**src/rtl/core_pkg.sv**
```systemverilog
// rtl/core_pkg.sv - shared types and constants for the instruction fetch stage
package core_pkg;

  localparam logic [31:0] RESET_PC_DEFAULT = 32'h0000_0000;
  localparam logic [31:0] NOP_WORD         = 32'h0000_0013;

  typedef struct packed {
    logic [31:0] pc;
    logic [31:0] raw;
  } fetch_entry_t;

  typedef enum logic [1:0] {
    IDLE,
    RUN,
    FLUSH
  } fetch_state_t;

  function automatic logic [31:0] align_pc(input logic [31:0] addr);
    return addr & 32'hFFFF_FFFC;
  endfunction

endpackage

```
**src/rtl/fetch_fifo.sv**
```systemverilog
// rtl/fetch_fifo.sv - small circular FIFO of fetch entries with synchronous clear
module fetch_fifo
  import core_pkg::*;
#(
  parameter int DEPTH = 2,
  localparam int CW   = $clog2(DEPTH + 1)
) (
  input  logic          clk,
  input  logic          rstn,
  input  logic          clear,
  input  logic          push,
  input  fetch_entry_t  push_data,
  input  logic          pop,
  output fetch_entry_t  head,
  output logic [CW-1:0] count
);

  localparam int PW = (DEPTH > 1) ? $clog2(DEPTH) : 1;

  fetch_entry_t  mem [DEPTH];
  logic [PW-1:0] rd_ptr;
  logic [PW-1:0] wr_ptr;
  logic          do_push;
  logic          do_pop;

  function automatic logic [PW-1:0] bump(input logic [PW-1:0] p);
    return (p == PW'(DEPTH - 1)) ? '0 : p + PW'(1);
  endfunction

  // A push into a full FIFO is accepted when the head leaves on the same edge.
  assign do_pop  = pop && (count != '0);
  assign do_push = push && ((count != CW'(DEPTH)) || do_pop);
  assign head    = mem[rd_ptr];

  always_ff @(posedge clk or negedge rstn) begin
    if (!rstn) begin
      rd_ptr <= '0;
      wr_ptr <= '0;
      count  <= '0;
    end else if (clear) begin
      rd_ptr <= '0;
      wr_ptr <= '0;
      count  <= '0;
    end else begin
      if (do_push) wr_ptr <= bump(wr_ptr);
      if (do_pop)  rd_ptr <= bump(rd_ptr);
      count <= count + CW'(do_push) - CW'(do_pop);
    end
  end

  always_ff @(posedge clk) begin
    if (do_push && !clear) mem[wr_ptr] <= push_data;
  end

endmodule

```
**src/rtl/fetch_unit.sv**
```systemverilog
// rtl/fetch_unit.sv - PC, in-order imem requests, output buffer and redirect flush
module fetch_unit
  import core_pkg::*;
#(
  parameter logic [31:0] RESET_PC        = RESET_PC_DEFAULT,
  parameter int          FIFO_DEPTH      = 2,
  parameter int          MAX_OUTSTANDING = 2
) (
  input  logic        clk,
  input  logic        rstn,
  output logic        imem_req_valid,
  input  logic        imem_req_ready,
  output logic [31:0] imem_req_addr,
  input  logic        imem_rsp_valid,
  input  logic [31:0] imem_rsp_data,
  input  logic        redirect_valid,
  input  logic [31:0] redirect_pc,
  output logic        instr_valid,
  input  logic        instr_ready,
  output logic [31:0] instr_raw,
  output logic [31:0] instr_pc
);

  localparam int FCW = $clog2(FIFO_DEPTH + 1);
  localparam int OCW = $clog2(MAX_OUTSTANDING + 1);

  fetch_state_t   state;
  fetch_state_t   state_nxt;
  logic [31:0]    pc;
  logic [OCW-1:0] drop_cnt;
  logic [OCW-1:0] drop_nxt;
  logic [OCW-1:0] outstanding;
  logic [FCW-1:0] fifo_count;
  fetch_entry_t   fifo_head;
  fetch_entry_t   pcq_head;
  fetch_entry_t   req_entry;
  fetch_entry_t   rsp_entry;
  logic           req_fire;
  logic           fifo_push;
  logic           fifo_pop;

  // Outstanding already includes words still owed to an earlier flush,
  // so a redirect simply marks everything left in flight as stale.
  always_comb begin
    drop_nxt = drop_cnt;
    if (redirect_valid)
      drop_nxt = outstanding - OCW'(imem_rsp_valid);
    else if (imem_rsp_valid && (drop_cnt != '0))
      drop_nxt = drop_cnt - OCW'(1);
  end

  always_ff @(posedge clk or negedge rstn) begin
    if (!rstn) state <= IDLE;
    else       state <= state_nxt;
  end

  always_comb begin
    state_nxt = state;
    case (state)
      IDLE:    state_nxt = RUN;
      RUN:     if (redirect_valid && (drop_nxt != '0)) state_nxt = FLUSH;
      FLUSH:   if (drop_nxt == '0) state_nxt = RUN;
      default: state_nxt = IDLE;
    endcase
  end

  always_comb begin
    imem_req_valid = (state == RUN) && !redirect_valid
                     && (int'(fifo_count) + int'(outstanding) < FIFO_DEPTH)
                     && (int'(outstanding) < MAX_OUTSTANDING);
    req_fire       = imem_req_valid && imem_req_ready;
    fifo_push      = imem_rsp_valid && (drop_cnt == '0) && !redirect_valid;
    fifo_pop       = instr_valid && instr_ready;
  end

  always_ff @(posedge clk or negedge rstn) begin
    if (!rstn) begin
      pc       <= RESET_PC;
      drop_cnt <= '0;
    end else begin
      drop_cnt <= drop_nxt;
      if (redirect_valid) pc <= align_pc(redirect_pc);
      else if (req_fire)  pc <= pc + 32'd4;
    end
  end

  assign req_entry = '{pc: pc, raw: NOP_WORD};

  always_comb begin
    rsp_entry     = pcq_head;
    rsp_entry.raw = imem_rsp_data;
  end

  // In-flight request PCs; every response retires one, stale or not.
  fetch_fifo #(.DEPTH(MAX_OUTSTANDING)) u_pc_queue (
    .clk       (clk),
    .rstn      (rstn),
    .clear     (1'b0),
    .push      (req_fire),
    .push_data (req_entry),
    .pop       (imem_rsp_valid),
    .head      (pcq_head),
    .count     (outstanding)
  );

  fetch_fifo #(.DEPTH(FIFO_DEPTH)) u_out_fifo (
    .clk       (clk),
    .rstn      (rstn),
    .clear     (redirect_valid),
    .push      (fifo_push),
    .push_data (rsp_entry),
    .pop       (fifo_pop),
    .head      (fifo_head),
    .count     (fifo_count)
  );

  assign imem_req_addr = pc;
  assign instr_valid   = (fifo_count != '0);
  assign instr_raw     = instr_valid ? fifo_head.raw : 32'h0;
  assign instr_pc      = instr_valid ? fifo_head.pc  : 32'h0;

endmodule

```
**config.mk**
```make
export PLATFORM = sky130hd
export DESIGN_NAME = fetch_unit
export DESIGN_NICKNAME = d
export VERILOG_FILES = /design/src/rtl/core_pkg.sv /design/src/rtl/fetch_fifo.sv /design/src/rtl/fetch_unit.sv
export SDC_FILE = /design/constraint.sdc
export NUM_CORES = 1
export LEC_CHECK = 0
export CAP_MARGIN = 20
export CORE_MARGIN = 2
export CORE_UTILIZATION = 52
export DETAILED_ROUTE_END_ITERATION = 8
export PLACE_DENSITY = 0.87
export SYNTH_ARGS = -nofsm -noshare
export SYNTH_HDL_FRONTEND = slang
export SYNTH_SLANG_ARGS = --single-unit
```
**constraint.sdc**
```tcl
create_clock -name clk -period 5.5 [get_ports clk]
set_input_delay 0.55 -clock clk [delete_from_list [all_inputs] [get_ports clk]]
set_output_delay 0.55 -clock clk [all_outputs]
set_load 0.05 [all_outputs]
```
---- Yosys cells after proc, flatten, opt, wreduce, memory -nomap -nowiden ----
Memory sizes are Yosys's and may differ from the RTL's.
Cells that the tools add are included.
storage, ports and cells
  bits in registers ....................... 44
  bits in latches ......................... 0
  memory bits (writable) .................. 192
  ROM bits ................................ 0
  input bits .............................. 70
  output and inout bits ................... 98
  memories kept ........................... 2
cells by class
  add/subtract/negate cells ............... 12
  multiply operators ...................... 0
  divide/modulo/power cells ............... 0
  $lt $le $gt $ge ......................... 2
  equality and inequality tests ........... 6
  shifts and indexed selects .............. 0
  muxes and demuxes ....................... 22
  bitwise logic cells ..................... 0
  reductions and logical operators ........ 28
memory list
  memory          depth  bits a word  rd ports  clocked after Yosys merged registers in  wr ports  line              RTL
  u_out_fifo.mem  2      64           1         0                                        1         fetch_fifo.sv:20  fetch_entry_t mem [DEPTH];
  u_pc_queue.mem  2      32           1         0                                        1         fetch_fifo.sv:20
operators by type and width
  cell                                                                   number
  32-bit 2-to-1 mux                                                      4
  32-bit by 3-bit adder with 32-bit output, second input constant        1
  1-bit logical AND                                                      14
  2-bit nonzero test                                                     7
  1-bit 2-to-1 mux                                                       12
  2-bit 2-to-1 mux                                                       5
  2-bit != test, second input constant                                   4
  2-bit logical NOT                                                      3
  2-bit one-hot mux with 3 select lines                                  1
  2-bit by 1-bit subtractor with 2-bit output                            3
  1-bit adder, second input constant                                     4
  2-bit by 1-bit adder with 2-bit output                                 2
  2-bit by 2-bit adder with 3-bit output                                 1
  3-bit by 2-bit < comparator with 1-bit output, second input constant   1
  2-bit by 1-bit equality test with 1-bit output, second input constant  1
  2-bit equality test, second input constant                             1
  1-bit logical OR                                                       2
  2-bit < comparator, second input constant                              1
  2-bit AND reduction                                                    1
  2-bit by 1-bit subtractor with 2-bit output, second input constant     1
  1-bit logical NOT                                                      1

---- Longest topological paths before layout ----
  depth after elaboration ................. 8
  gate-level depth with buffers ........... 11
  depth with buffers taken out ............ 9

---- Cells and area by module ----
Synthesis repeated with hierarchy kept, for this count alone.
second synthesis, totals
  cells, all modules ...................... 773
  area, all modules ....................... 12435.7 um2
modules (own cells, without submodules)
  module      times used  cells an instance  area each (um2)  sequential area each (um2)
  fetch_fifo  2           220                4870.9           3943.8
  fetch_unit  1           333                2693.8           850.8

---- Worst setup path before layout ----
No wires, ideal clock.
  path kind ............................... in2reg
  start ................................... input redirect_valid
  end ..................................... memory u_out_fifo.mem[0][0] (netlist name) (enable)
  setup time .............................. 0.491 ns
  data arrival time ....................... 3.805 ns
  data required time ...................... 5.009 ns
  setup slack ............................. 1.204 ns
  cell stages on the path ................. 3
  buffers on the path ..................... 1
  cells stage by stage .................... buf_6 a211oi_1 nor2b_1
on the way
  longest elaborated chain between the ends .. 6
RTL lines
  what                                        line                                RTL
  start, declared                             fetch_unit.sv:16                    input logic redirect_valid,
  1-bit logical NOT (*)                       fetch_fifo.sv:52, fetch_unit.sv:72
  1-bit logical AND                           fetch_unit.sv:72                    fifo_push = imem_rsp_valid && (drop_cnt == '0) && !redirect_valid;
  1-bit logical AND                           fetch_fifo.sv:32                    assign do_push = push && ((count != CW'(DEPTH)) || do_pop);
  1-bit logical AND (*)                       fetch_fifo.sv:52                    if (do_push && !clear) mem[wr_ptr] <= push_data;
  1-bit 2-to-1 mux (*)                        fetch_fifo.sv:52
  1-bit 2-to-1 mux (not written as such) (*)  fetch_fifo.sv:52
  end, declared                               fetch_fifo.sv:20
Every way passes the cells marked *; elsewhere a longest branch is shown, timed or not.

---- Worst setup path in the final report ----
  start ................................... register u_out_fifo.rd_ptr
  end ..................................... output instr_pc[27]
on the way
  longest elaborated chain between the ends .. 2
RTL lines
  what                    line               RTL
  start, declared         fetch_fifo.sv:21   logic [PW-1:0] rd_ptr;
  start signal, assigned  fetch_fifo.sv:46   if (do_pop) rd_ptr <= bump(rd_ptr);
  memory read 2 x 64 bit  -
  32-bit 2-to-1 mux       fetch_unit.sv:120  assign instr_pc = instr_valid ? fifo_head.pc : 32'h0;
  end, declared           fetch_unit.sv:21   output logic [31:0] instr_pc
Every way passes these cells.

==> results.cfg <==
[floorplan]
start_util_pct = 53.4
core_um2 = 17400
rows = 48
fp.dieH_um = 138
pin_count = 168
die-area_um2 = 18900
die_x_um = 138

[global_routing]
gr-total-overflow = 0
grt.total_usage_pct = 21.0
gr-usage-met1_pct = 27.2
antenna_found_initial = 0
grt_pass1_vias = 5799
grt_use_met3_pct = 4.23
grt_pass1_wl_um = 30400
grt_start_max_net_pins = 64
grt_busiest_layer = met2
grt_use_met2_pct = 36.2

[cells_and_area]
final_nets = 876
final_cell_area_um2 = 11900
final_util_pct = 68.5
layout.cells.non_filler = 1039
ff_latch_area_um2 = 6580
diodes = 0
syn2layout_area_growth_pct = 28.1
fillers = 1149
multi_input_area_um2 = 2540
drive_gt1_share_pct = 10.8

[sta]
rsz0062_at_grt = false
holdWs_ns = 0.436
setup_viol = 0
max_freq_mhz = 286
final.setup_skew_ns = 0.0207
fin_crit_sh_pct = 63.7
finalMaxSlewViolations = 0
fin_ws_ns = 2.00
finalCriticalPeriod_ns = 3.50
setup_tns_ns = 0
tightest_slew_ns = 1.13
relSlewSlack_pct = 24.8
hold_violations = 0

[cts]
clk_pin_slew_ns = 0.07
cts_setup_buffers = 0
hold_buffers = 0
clk_latency_ns = 0.51
cts_root_buffer = clkbuf_16
cts_max_path_buffers = 3
cts_sinks = 226
htreeDepth = 1
cts_made_buffers = 23
tritoncts = built
cts_resized = 0

[run_status]
status = finished clean

[place]
place_congestion = 0.819
port_buffers = 161
dp.cells = 996
place_area_um2 = 11100
dp_hpwl_um = 12500
dpl_worst_slack_ns = 1.90

[critical_path]
cp.arrival_ns = 2.95
crit_fanout = 63
worst_setup_path_end_kind = output port
reg2regPathDepth = 8
rrSetupSlack_ns = 2.09
r2r_start = u_out_fifo.count[0]
critPathKind = register to output port
required_ns = 4.95
r2r_end = u_pc_queue.mem[1][14]
critPathLaunchType = register

[yosys]
yosysMostFrequentCell = edfxtp_1
synth-seq-cells = 226
synth_area_leaders = edfxtp_1 60%, dfrtp_1 11%, mux2i_1 7.0%, mux2_2 3.8%, nor2_1 3.2%
async_reset_ff_share_pct = 18.6
ys_top_cells_by_count = 184 x edfxtp_1, 79 x nor2_1, 65 x mux2i_1
syn-instance-count = 631
synth_top_cell_by_area = edfxtp_1
yosysTopAreaCellShare_pct = 59.6
synth_edf_count = 184
synth_cell_type_count = 48
yosys_warnings = 0
yosysSeqAreaShare_pct = 70.9
syn_area_um2 = 9270
synth_ff_type = edfxtp_1
avgSynthCellArea_um2 = 14.7

[drt]
drcViolationCount = 0
dr.pass1.iters = 5
vias_per_cell = 5.62
routed_wl_um = 20000
routed-via-count = 5836
drt-initial-drc-count = 416
wl_per_cell_um = 19.2
ant_nets = 0

[power_and_ir_drop]
power.density_nw_per_um2 = 509
power.switching_mw = 2.27
clockPowerShare_pct = 25.4
ir_worst_vdd_mv = 0.339
share_comb_of_total_power_pct = 36.6
swShare_pct = 37.5
report.power.total_mw = 6.05
p_leak_nw = 4.06
p_int_mw = 3.79
seqPwrFrac_pct = 38.0

[job]
drv_cap = 0

[hold_path]
min_path_type = input port to asynchronous set/reset pin
[state kept, by name, indices dropped and copies added (netlist names), 2 cells and up]
signal	count
imem_req_addr	30
u_pc_queue.count	2
u_out_fifo.count	2
state	2
u_out_fifo.mem	124
drop_cnt	2
u_pc_queue.mem	60
[area by class of cell]
cell class / count / share of cell area, %
Sequential cell: 226 / 55.4
Multi-Input combinational cell: 364 / 21.4
Timing Repair Buffer: 171 / 14.3
Clock buffer: 26 / 4.94
Tap cell: 225 / 2.37
Clock inverter: 15 / 1.30
Inverter: 12 / 0.379
[kinds of logic after synthesis]
family / count (synthesis) / synth area share, %
muxes: 96 / 10.8
buffers and inverters: 44 / 2.02
AOI/OAI and AO/OA: 48 / 3.52
adders and majority gates: 8 / 1.16
other: 1 / 0.0404
and+or+nand+nor: 185 / 9.38
xor gates and xnor gates: 23 / 2.17
DFF: 226 / 70.9
[power by group through the flow]
stage | clock network (mW) | logic, mW | registers [mW]
after detailed placement | 0 | 2.21 | 2.33
after CTS | 1.56 | 2.23 | 2.30
after floorplan | 0 | 1.52 | 2.28
after global placement | 0 | 2.18 | 2.32
after global routing | 1.63 | 2.34 | 2.32
final | 1.54 | 2.22 | 2.30
[critical path: stages (launching register included)]
cell	delay, ns
dfrtp_4	1.16
mux2i_1	0.26
nor2_1	0.18
clkdlybuf4s50_1	0.84
[how the worst max path moves through the flow]
stage | cells after the start | slack, ns | end | startpoint
6_report | 3 | 2.00 | instr_pc[27] | u_out_fifo.rd_ptr
5_1_grt | 3 | 1.88 | instr_pc[27] | u_out_fifo.rd_ptr
4_1_cts | 3 | 1.94 | instr_pc[27] | u_out_fifo.rd_ptr
3_5_place_dp | 6 | 1.90 | u_pc_queue.mem[1][25] | redirect_valid
3_3_place_gp | 6 | 1.91 | u_pc_queue.mem[1][29] | redirect_valid
2_1_floorplan | 3 | 1.20 | u_out_fifo.mem[0][0] | redirect_valid
[layer usage]
layer	share of wire, %	vias up
li1	-	2675
met1	40	2843
met2	50	276
met3	8.5	42
met4	1.9	0
met5	0	-
[cell usage in the layout, fill, tap and decap left out, drive strengths merged, types with 4 or more instances in the layout]
master / n
dfrtp: 42
clkinv: 11
nor3: 7
mux2i: 65
clkdlybuf4s50: 160
inv: 11
o21ai: 19
clkbuf: 26
conb: 4
xnor2: 15
edfxtp: 184
o211ai: 7
nand4: 11
and4: 5
nand2: 40
or4: 5
and2: 5
nor2: 79
nand3: 15
ha: 7
mux2: 31
xor2: 8
nor4: 7
buf: 10
Note: power is estimated with default switching activity, not from simulation.
